$ cat config.mk
export PLATFORM = sky130hd
export DESIGN_NAME = cam_capture_roi
export DESIGN_NICKNAME = d
export VERILOG_FILES = /design/src/rtl/cam_pkg.sv /design/src/rtl/cam_pix_unpack.sv /design/src/rtl/cam_capture_roi.sv
export SDC_FILE = /design/constraint.sdc
export NUM_CORES = 1
export LEC_CHECK = 0
export CAP_MARGIN = 20
export CORE_MARGIN = 3
export CORE_UTILIZATION = 30
export CTS_CLUSTER_SIZE = 16
export DETAILED_ROUTE_END_ITERATION = 10
export DONT_BUFFER_PORTS = 1
export HOLD_SLACK_MARGIN = 0.12
export SYNTH_ARGS = -nofsm -noshare
export SYNTH_HDL_FRONTEND = slang
export SYNTH_HIERARCHICAL = 1
export SYNTH_SLANG_ARGS = --single-unit
$ cat constraint.sdc
create_clock -name i_pclk -period 5.6 [get_ports i_pclk]
set_input_delay 1.12 -clock i_pclk [delete_from_list [all_inputs] [get_ports i_pclk]]
set_output_delay 1.12 -clock i_pclk [all_outputs]
set_load 0.01 [all_outputs]
$ cat src/rtl/cam_pkg.sv
// rtl/cam_pkg.sv - shared types and codes for the camera capture path
//
// Capture FSM states, pixel format codes, decimation codes and the
// decimation-code-to-shift helper shared by the capture modules.
package cam_pkg;

  typedef enum logic [1:0] {
    ST_WAIT    = 2'd0,
    ST_IDLE    = 2'd1,
    ST_CAPTURE = 2'd2
  } cam_state_e;

  localparam logic FMT_RGB444 = 1'b0;
  localparam logic FMT_RGB565 = 1'b1;

  localparam logic [1:0] DECIM_1   = 2'd0;
  localparam logic [1:0] DECIM_2   = 2'd1;
  localparam logic [1:0] DECIM_4   = 2'd2;
  localparam logic [1:0] DECIM_1_R = 2'd3;

  // Code 3 is reserved and behaves as 1:1.
  function automatic logic [1:0] decim_shift(input logic [1:0] code);
    case (code)
      DECIM_2: return 2'd1;
      DECIM_4: return 2'd2;
      default: return 2'd0;
    endcase
  endfunction

endpackage

$ cat src/rtl/cam_pix_unpack.sv
// rtl/cam_pix_unpack.sv - byte pair to 12-bit RGB444 pixel conversion
//
// Purely combinational.
// Ports:
//   i_b1   first byte of the pixel (held)
//   i_b2   second byte of the pixel
//   i_fmt  FMT_RGB444 or FMT_RGB565
//   o_rgb  {R[3:0],G[3:0],B[3:0]}
module cam_pix_unpack
  import cam_pkg::*;
(
  input  logic [7:0]  i_b1,
  input  logic [7:0]  i_b2,
  input  logic        i_fmt,
  output logic [11:0] o_rgb
);

  always_comb begin
    if (i_fmt == FMT_RGB565) begin
      // Keep the top four bits of each 565 channel.
      o_rgb = {i_b1[7:4], i_b1[2:0], i_b2[7], i_b2[4:1]};
    end else begin
      o_rgb = {i_b1[3:0], i_b2[7:4], i_b2[3:0]};
    end
  end

endmodule

$ cat src/rtl/cam_capture_roi.sv
// rtl/cam_capture_roi.sv - camera byte stream to ROI-windowed frame-buffer writes
//
// Pairs camera bytes into pixels, converts them to RGB444 and writes the
// pixels of a programmable, optionally decimated region of interest into a
// linear frame buffer.
// Ports:
//   i_pclk, i_rst              pixel clock, async active-high reset
//   i_vsync, i_href, i_D       camera timing and data byte
//   i_cam_done                 sensor init complete; arms capture
//   i_fmt, i_roi_*, i_decim    frame configuration, latched at frame start
//   o_pix_addr, o_pix_data     frame-buffer write address and pixel
//   o_wr                       write strobe
//   o_frame_done               pulse at end of a captured frame
//   o_ovf                      sticky address-overflow flag
module cam_capture_roi
  import cam_pkg::*;
#(
  parameter int H_ACTIVE    = 640,
  parameter int V_ACTIVE    = 480,
  parameter int ADDR_W      = 17,
  parameter int SKIP_FRAMES = 2
) (
  input  logic              i_pclk,
  input  logic              i_rst,
  input  logic              i_vsync,
  input  logic              i_href,
  input  logic [7:0]        i_D,
  input  logic              i_cam_done,
  input  logic              i_fmt,
  input  logic [10:0]       i_roi_x0,
  input  logic [10:0]       i_roi_y0,
  input  logic [10:0]       i_roi_w,
  input  logic [10:0]       i_roi_h,
  input  logic [1:0]        i_decim,
  output logic [ADDR_W-1:0] o_pix_addr,
  output logic [11:0]       o_pix_data,
  output logic              o_wr,
  output logic              o_frame_done,
  output logic              o_ovf
);

  localparam int SKIP_W = $clog2(SKIP_FRAMES + 2);
  // Wide enough for row_base plus any in-line offset without wrapping.
  localparam int EW = (ADDR_W + 2 > 13) ? ADDR_W + 2 : 13;
  localparam logic [11:0] H_LIM = 12'(H_ACTIVE);
  localparam logic [11:0] V_LIM = 12'(V_ACTIVE);

  cam_state_e        state_q, state_d;
  logic [SKIP_W-1:0] skip_q, skip_d;
  logic              vs_s1_q, vs_s1_d, vs_s2_q, vs_s2_d, vs_prev_q, vs_prev_d;
  logic              href_prev_q, href_prev_d;
  logic              fmt_q, fmt_d;
  logic [10:0]       x0_q, x0_d, y0_q, y0_d, w_q, w_d, h_q, h_d;
  logic [1:0]        shift_q, shift_d;
  logic [10:0]       x_q, x_d, y_q, y_d;
  logic              phase_q, phase_d;
  logic [7:0]        b1_q, b1_d;
  logic [ADDR_W:0]   row_base_q, row_base_d;
  logic              line_hit_q, line_hit_d;
  logic [ADDR_W-1:0] addr_q, addr_d;
  logic [11:0]       data_q, data_d;
  logic              wr_q, wr_d, done_q, done_d, ovf_q, ovf_d;

  logic              frame_start, frame_end, href_fall, pix_done, start_frame;
  logic [11:0]       x12, y12, x_end, y_end, x_off, y_off, dmask;
  logic              in_roi;
  logic [EW-1:0]     addr_full, rb_next;
  logic              addr_ovf, rb_ovf;
  logic [11:0]       pix_rgb;

  cam_pix_unpack u_unpack (
    .i_b1  (b1_q),
    .i_b2  (i_D),
    .i_fmt (fmt_q),
    .o_rgb (pix_rgb)
  );

  assign frame_start = vs_prev_q & ~vs_s2_q;
  assign frame_end   = ~vs_prev_q & vs_s2_q;
  assign href_fall   = href_prev_q & ~i_href;
  assign pix_done    = i_href & phase_q;

  assign x12   = {1'b0, x_q};
  assign y12   = {1'b0, y_q};
  assign x_end = {1'b0, x0_q} + {1'b0, w_q};
  assign y_end = {1'b0, y0_q} + {1'b0, h_q};
  assign x_off = x12 - {1'b0, x0_q};
  assign y_off = y12 - {1'b0, y0_q};
  assign dmask = (12'd1 << shift_q) - 12'd1;

  // The H/V limits clip any ROI that runs past the active area.
  assign in_roi = (x12 >= {1'b0, x0_q}) && (x12 < x_end) && (x12 < H_LIM) &&
                  (y12 >= {1'b0, y0_q}) && (y12 < y_end) && (y12 < V_LIM) &&
                  ((x_off & dmask) == 12'd0) && ((y_off & dmask) == 12'd0);

  assign addr_full = EW'(row_base_q) + EW'(x_off >> shift_q);
  assign addr_ovf  = |addr_full[EW-1:ADDR_W];
  assign rb_next   = EW'(row_base_q) + EW'(w_q >> shift_q);
  assign rb_ovf    = |rb_next[EW-1:ADDR_W];

  always_comb begin
    state_d     = state_q;
    skip_d      = skip_q;
    vs_s1_d     = i_vsync;
    vs_s2_d     = vs_s1_q;
    vs_prev_d   = vs_s2_q;
    href_prev_d = i_href;
    fmt_d       = fmt_q;
    x0_d        = x0_q;
    y0_d        = y0_q;
    w_d         = w_q;
    h_d         = h_q;
    shift_d     = shift_q;
    x_d         = x_q;
    y_d         = y_q;
    phase_d     = i_href ? ~phase_q : 1'b0;
    b1_d        = (i_href && !phase_q) ? i_D : b1_q;
    row_base_d  = row_base_q;
    line_hit_d  = line_hit_q;
    addr_d      = addr_q;
    data_d      = data_q;
    wr_d        = 1'b0;
    done_d      = 1'b0;
    ovf_d       = ovf_q;
    start_frame = 1'b0;

    case (state_q)
      ST_WAIT: begin
        if (i_cam_done) begin
          if (skip_q >= SKIP_W'(SKIP_FRAMES)) begin
            state_d = ST_IDLE;
          end else if (frame_start) begin
            skip_d = skip_q + SKIP_W'(1);
          end
        end
      end
      ST_IDLE: begin
        if (frame_start) begin
          start_frame = 1'b1;
          state_d     = ST_CAPTURE;
        end
      end
      ST_CAPTURE: begin
        if (frame_start) begin
          // vsync high was missed: treat as a fresh frame, no done pulse.
          start_frame = 1'b1;
        end else if (frame_end) begin
          state_d = ST_IDLE;
          done_d  = 1'b1;
        end else begin
          if (pix_done) begin
            if (x12 < H_LIM) x_d = x_q + 11'd1;
            if (in_roi) begin
              // Suppressed writes still advance the row so later lines
              // keep their true addresses.
              line_hit_d = 1'b1;
              if (addr_ovf) begin
                ovf_d = 1'b1;
              end else begin
                wr_d   = 1'b1;
                addr_d = addr_full[ADDR_W-1:0];
                data_d = pix_rgb;
              end
            end
          end
          if (href_fall) begin
            x_d        = 11'd0;
            line_hit_d = 1'b0;
            if (y12 < V_LIM) y_d = y_q + 11'd1;
            if (line_hit_q) begin
              // Pin row_base at 2^ADDR_W once past the end so it never wraps.
              row_base_d = rb_ovf ? {1'b1, {ADDR_W{1'b0}}} : rb_next[ADDR_W:0];
            end
          end
        end
      end
      default: state_d = ST_WAIT;
    endcase

    if (start_frame) begin
      fmt_d      = i_fmt;
      x0_d       = i_roi_x0;
      y0_d       = i_roi_y0;
      w_d        = i_roi_w;
      h_d        = i_roi_h;
      shift_d    = decim_shift(i_decim);
      x_d        = 11'd0;
      y_d        = 11'd0;
      phase_d    = 1'b0;
      row_base_d = '0;
      line_hit_d = 1'b0;
      ovf_d      = 1'b0;
    end
  end

  always_ff @(posedge i_pclk or posedge i_rst) begin
    if (i_rst) begin
      state_q     <= ST_WAIT;
      skip_q      <= '0;
      vs_s1_q     <= 1'b0;
      vs_s2_q     <= 1'b0;
      vs_prev_q   <= 1'b0;
      href_prev_q <= 1'b0;
      fmt_q       <= FMT_RGB444;
      x0_q        <= '0;
      y0_q        <= '0;
      w_q         <= '0;
      h_q         <= '0;
      shift_q     <= '0;
      x_q         <= '0;
      y_q         <= '0;
      phase_q     <= 1'b0;
      b1_q        <= '0;
      row_base_q  <= '0;
      line_hit_q  <= 1'b0;
      addr_q      <= '0;
      data_q      <= '0;
      wr_q        <= 1'b0;
      done_q      <= 1'b0;
      ovf_q       <= 1'b0;
    end else begin
      state_q     <= state_d;
      skip_q      <= skip_d;
      vs_s1_q     <= vs_s1_d;
      vs_s2_q     <= vs_s2_d;
      vs_prev_q   <= vs_prev_d;
      href_prev_q <= href_prev_d;
      fmt_q       <= fmt_d;
      x0_q        <= x0_d;
      y0_q        <= y0_d;
      w_q         <= w_d;
      h_q         <= h_d;
      shift_q     <= shift_d;
      x_q         <= x_d;
      y_q         <= y_d;
      phase_q     <= phase_d;
      b1_q        <= b1_d;
      row_base_q  <= row_base_d;
      line_hit_q  <= line_hit_d;
      addr_q      <= addr_d;
      data_q      <= data_d;
      wr_q        <= wr_d;
      done_q      <= done_d;
      ovf_q       <= ovf_d;
    end
  end

  assign o_pix_addr   = addr_q;
  assign o_pix_data   = data_q;
  assign o_wr         = wr_q;
  assign o_frame_done = done_q;
  assign o_ovf        = ovf_q;

endmodule

* Word-level counts from Yosys, hierarchy flattened
Index checks and enable logic that the tools add are counted.
** Storage, ports and cells
- Logic and storage cells :: 156
- Latch bits :: 0
- Memories kept :: 0
- RAM bits :: 0
- ROM bits :: 0
- Output and inout bits :: 32
- Input bits :: 60
- Bits in registers :: 137
** Operators by class
- Shifts and indexed selects :: 3
- Bitwise logic cells :: 14
- Divide/modulo/power cells :: 0
- Magnitude comparators :: 7
- $mul :: 0
- Mux-type cells :: 55
- Equal/unequal tests :: 11
- Reduce and logical (&&, ||, !) cells :: 33
- Add/sub/neg operators :: 10
** Operators with widths (count)
- 11-bit two-way mux :: 13
- 18-bit two-way mux :: 7
- 18-bit by 19-bit adder with 19-bit output :: 2
- 1-bit two-way mux :: 27
- 5-bit AND reduction :: 5
- 11-bit by 11-bit adder with 12-bit output :: 2
- 12-bit bitwise AND :: 2
- 12-bit logical NOT :: 2
- 11-bit by 12-bit < comparator with 1-bit output :: 2
- 11-bit by 11-bit subtractor with 12-bit output :: 2
- 11-bit by 1-bit adder with 11-bit output (second input constant) :: 2
- 11-bit >= comparator :: 2
- 11-bit by 2-bit >> shifter with 19-bit output :: 1
- 12-bit by 2-bit >> shifter with 19-bit output :: 1
- 2-bit nonzero test :: 7
- 12-bit two-way mux :: 1
- 6-bit AND reduction :: 2
- 1-bit by 2-bit << shifter with 12-bit output (first input constant) :: 1
- 12-bit by 1-bit subtractor with 12-bit output (second input constant) :: 1
- 11-bit by 10-bit < comparator with 1-bit output (second input constant) :: 1
- 11-bit by 9-bit < comparator with 1-bit output (second input constant) :: 1
- 2-bit two-way mux :: 5
- 2-bit != test (second input constant) :: 5
- 3-bit nonzero test :: 3
- 14 further kinds :: 36

* Longest topological paths before layout
- Word-level depth :: 16
- Depth in mapped cells :: 21
- Mapped depth without buffers :: 20

* Hierarchy
Netlist, hierarchy kept.
** By module, submodules not included
- cam_capture_roi :: area each 9502.9 sq um, cells each 997, instances 1
- cam_pix_unpack :: area each 183.9 sq um, cells each 13, instances 1

* Worst setup path before layout
OpenSTA, ideal clock, no wires.
- Path type :: register to register
- Start :: reg x0_q[1]
- End :: reg addr_q[10], in the netlist o_pix_addr[10]
- Required time :: 5.475 ns
- Path slack :: 1.021 ns
- Data arrival time :: 4.454 ns
- Clock period less this slack :: 4.579 ns
- Path buffers :: 1
- Library setup time :: 0.125 ns
- Cell stages (with the launch flop) :: 21
- Path through :: dfrtp_1 -> inv_1 -> ha_1 -> nor2b_1 -> o211a_1 -> o21ai_0 -> a21oi_1 -> a31o_2 -> a31o_2 -> a221o_1 -> mux2i_1 -> ha_1 -> nand2_1 -> nor2_1 -> a211oi_1 -> o21ai_0 -> o311ai_1 -> xnor2_1 -> nor4_4 -> buf_6 -> mux2_4
** On the way
- Word-level cells in the longest chain between the ends :: 10
- Elaborated cells on any way between the ends :: 18
- Classes of those cells :: add/sub: 3; order compare: 2; shift: 1; bitwise: 2; reduce/logical: 10
** Ends and longest elaborated chain
- start: declaration :: RTL line cam_capture_roi.sv:53 : logic [10:0] x0_q, x0_d, y0_q, y0_d, w_q, w_d, h_q, h_d;
- start signal: assignment :: RTL line cam_capture_roi.sv:205 : x0_q <= '0;
- start signal: assignment :: RTL line cam_capture_roi.sv:229 : x0_q <= x0_d;
- branches (longest 10 deep; another with 18-bit by 19-bit adder with 19-bit output)
- end signal: assignment :: RTL line cam_capture_roi.sv:240 : addr_q <= addr_d;
- end: declaration :: RTL line cam_capture_roi.sv:60 : logic [ADDR_W-1:0] addr_q, addr_d;
Several ways; the timed one is not identified.
A chain may end at the register's enable or synchronous reset.

* Worst setup path after layout
- Start :: reg x0_q[1]
- End :: reg addr_q[4], in the netlist o_pix_addr[4]
The elaborated chain is that of the path after synthesis.

==> results by group <==
Pwr
  – Seq pwr share: 22.6%
  – Static leakage: 5.04 nW
  – Clock Power Share: 18.1%
  – Peak VDD IR: 0.000291 V
  – Internal Power: 0.00375 W
  – Switching power of the nets: 0.00300 W
  – Sw Ratio: 44.4%
  – P per Cell Area: 628 mW/mm^2
  – Logic pwr share: 59.3%

Yosys
  – Largest family of logic cells by synthesized area: compound AO/OA/AOI/OAI gates
  – Post-synthesis adder-cell area fraction: 13.4%
  – Asr flop ratio synth: 100%
  – Avg Cell Area, Syn: 9.59 sq um
  – Mux cell area share after synthesis: 10.8%
  – Post-synth EDFFs: 0
  – Gate count after technology mapping: 1010
  – Syn Nets: 1170
  – Simple-gate share of the synthesized area: 14.7%
  – Top_reg_cell synth: dfrtp_1
  – Cell variety after synth: 73
  – Cell Area, Synth: 0.00969 sq mm
  – Register area share after synthesis: 35.4%
  – Synth Area in Compound Gates: 16.4%
  – Xor and xnor area share after synthesis: 5.61%
  – FF+latch count, synth: 137
  – Warnings from Yosys: 6

Floorplanning
  – Die area: 0.0345 sq mm
  – Initial core utilization: 30.5%
  – # rows: 65
  – Core ar.: 0.0317 sq mm
  – Die Span Y: 186 microns
  – I/O pin count: 92
  – Die width: 186 microns

Status
  – Status: finished clean

Clocking
  – Clock transition at path regs: 0.06 ns
  – Clock buffer count from CTS: 17
  – Clk Tree Root Cell: clkbuf_16
  – Clk sink count: 137
  – TritonCTS clock tree: yes
  – Max Buffers Root-to-Sink: 2
  – Clk_lat worst skew: 0.43 ns
  – Setup bufs post-CTS: 0
  – # H-tree levels: 4

Cells and area
  – Final nets: 1165
  – Final Non-Filler Cells: 1420
  – Fill cells: 3223
  – Fraction of layout cells with a size suffix above 1: 11.4%
  – N_diodes: 0
  – Layout area overhead: 11.0%

Critical path
  – Worst Path Buf+Inv: 2
  – Crit path kind: reg -> reg
  – Worst path arrival time: 5.61 ns
  – Type of origin of the critical path: flop
  – Crit-path max cell delay: 0.46 ns
  – Critical Path Sink Type: flop
  – Req. time, crit path: 5.91 ns
  – Crit Path Max Fanout: 18
  – Crit-path cells: inv_1 > ha_1 > nor2b_1 > o211a_1 > o21ai_0 > a21oi_1 > a31o_2 > a31o_2 > a221o_1 > mux2i_1 > ha_1 > nand2_1 > nor2_1 > a211oi_1 > o21ai_0 > o311ai_1 > xnor2_1 > nor4_4 > buf_6 > mux2_4
  – R2r setup slk: 0.30 ns
  – Top Family by Delay on Critical Path: compound AO/OA/AOI/OAI gates
  – Critical Path Slowest Stage Cell: dfrtp_1

Timing
  – Unrepaired setup endpoints after global routing: false
  – Clk_skew: 0.0102 ns
  – Final Cycle Share: 94.7%
  – Max-slew headroom: 31.5%
  – Worst slew pin tran: 1.03 ns
  – Setup TNS: 0 ns
  – Max-slew violations: 0
  – Final setup violation count: 0
  – Maximum clock frequency: 189 MHz
  – Minimum clock period: 5.30 ns
  – Final hold viol count: 0

Global routing
  – GRT overflow: 0
  – Global-route wire length before repair: 39100 microns
  – Largest net degree at the start of global routing: 95
  – Initial antenna violation count: 0
  – GRT Util Overall: 14.5%
  – Number of global-route vias before repair: 7135

Detailed routing
  – WL/cell: 17.4 microns
  – Iter 0 DRT Violations: 445
  – DRT antenna net count: 0
  – Vias per std cell: 5.14
  – Detailed-route via count: 7304
  – Total wire length: 24800 microns
  – DR DRC count: 0
  – 1st-pass router iterations: 4

Placed design
  – Post-DP HPWL: 18900 microns
  – # placed instances: 1388
  – GP Congestion: 0.907
  – PortBufs: 0

Worst hold path
  – Hold Path Class: reg -> reg

Job
  – Max-cap violations: 0
flip-flops by register name, indices dropped and copies added, names as in the netlist, 2 cells and up:
name / count
y0_q: 11
h_q: 11
shift_q: 2
o_pix_data: 12
row_base_q: 18
state_q: 2
w_q: 11
x_q: 11
x0_q: 11
b1_q: 8
y_q: 11
skip_q: 2
o_pix_addr: 17
power by group through the flow:
stage | registers [W] | clock network (W) | logic [W]
global placement | 0.00154 | 0 | 0.00388
CTS | 0.00153 | 0.00125 | 0.00398
floorplan | 0.00139 | 0 | 0.00319
detailed placement | 0.00155 | 0 | 0.00394
finish | 0.00153 | 0.00122 | 0.00400
global route | 0.00157 | 0.00129 | 0.00451
worst register-to-register path: cells and delay by family, from the launching register on:
family / cells / cell delay (ns)
fa+ha+maj: 2 / 0.64
simple gates: 4 / 0.66
xor+xnor: 1 / 0.18
compound gates: 9 / 2.31
buf+inv: 2 / 0.38
mux: 2 / 0.55
flops: 1 / 0.46
cells in the mapped netlist, drive strengths merged (4+ instances only):
cell    count  area (sq um)
fa          6           120
o21bai      6          45.0
nor3       11          55.1
buf         8          65.1
xnor2      39           342
nor2b      14          87.6
a31oi       6          37.5
and2        8          50.1
nand4      11          75.1
nand2     134           503
xor2       23           201
ha         94          1180
o31ai       6          45.0
mux2i      19           190
a22o       15           131
mux2       51           721
nor4        4          40.0
mux4        6           135
a211oi     14           123
clkbuf     24          90.1
nand2b     18           113
inv        54           203
nor2       78           293
o21ai      68           340
o41ai       5          43.8
o21a       10          75.1
and3       10          63.8
a31o        5          43.8
a21oi      50           250
dfrtp     137          3430
a21o       12          91.3
nand3      13          65.1
final timing paths:
path | startpoint | to | cells after the start
setup / recovery | x0_q[1] | o_pix_addr[4] | 20
hold / removal | vs_s1_q | vs_prev_d | 0
setup reg to reg | x0_q[1] | o_pix_addr[4] | 20
hold reg to reg | vs_s1_q | vs_prev_d | 0
max in group asynchronous | i_rst | o_pix_addr[4] | 2
min in group asynchronous | i_rst | h_q[5] | 1
final cells by class:
| cell class | instances | area [sq um] | share of cell area [%] |
|---|---|---|---|
| clock inverter | 14 | 194 | 1.80 |
| inverter | 54 | 208 | 1.93 |
| timing repair buffer | 8 | 67.6 | 0.628 |
| tap | 402 | 503 | 4.68 |
| sequential | 137 | 3430 | 31.9 |
| multi-input combinational | 787 | 5920 | 55.1 |
| clock buffer | 18 | 429 | 3.99 |
placed cells by master (no fill, tap or decap), drive strengths merged, types with 8 or more instances in the layout:
cell and instances:
and3 10, nand4 11, nor2b 14, o21ai 68, a211oi 14, nand2 134
and2 8, a21oi 50, o21a 10, nand2b 18, clkbuf 18, a22o 15
mux2i 19, a21o 12, buf 8, nor3 11, nor2 78, xnor2 39
ha 94, inv 58, mux2 51, nand3 13, xor2 23, dfrtp 137
logic make-up after synthesis:
family	after synthesis
buffers and inverters	86
adders and majority gates	100
AOI/OAI and AO/OA	237
muxes	76
DFF	137
and+or+nand+nor	312
xor gates and xnor gates	62
layer usage:
| metal | wire (microns) | vias up | track usage [%] |
|---|---|---|---|
| li1 | - | 3598 | - |
| met3 | 1120 | 37 | 3.79 |
| met4 | 580 | 0 | 4.23 |
| met1 | 11400 | 3531 | 18.9 |
| met2 | 11700 | 138 | 23.7 |
| met5 | 0 | - | 0 |
timing repair:
action | in CTS | in global routing
setup endpoints to repair | 0 | 29
gates resized for setup | 0 | 5
hold buffers | 0 | 0
per-stage QoR:
stage          area (sq um)  hold slack [ns]  util, %  worst slack (ns)  power, W
2_1_floorplan          9690            0.331        -             0.812   0.00458
3_3_place_gp          10100            0.334     31.9             0.347   0.00542
3_5_place_dp          10100            0.336     31.9             0.279   0.00548
4_1_cts               10700            0.351     33.8             0.211   0.00676
5_1_grt               10800            0.354     33.9           0.00608   0.00737
6_report              10800            0.348     33.9             0.296   0.00675
Note: power is estimated with default switching activity, not from simulation.
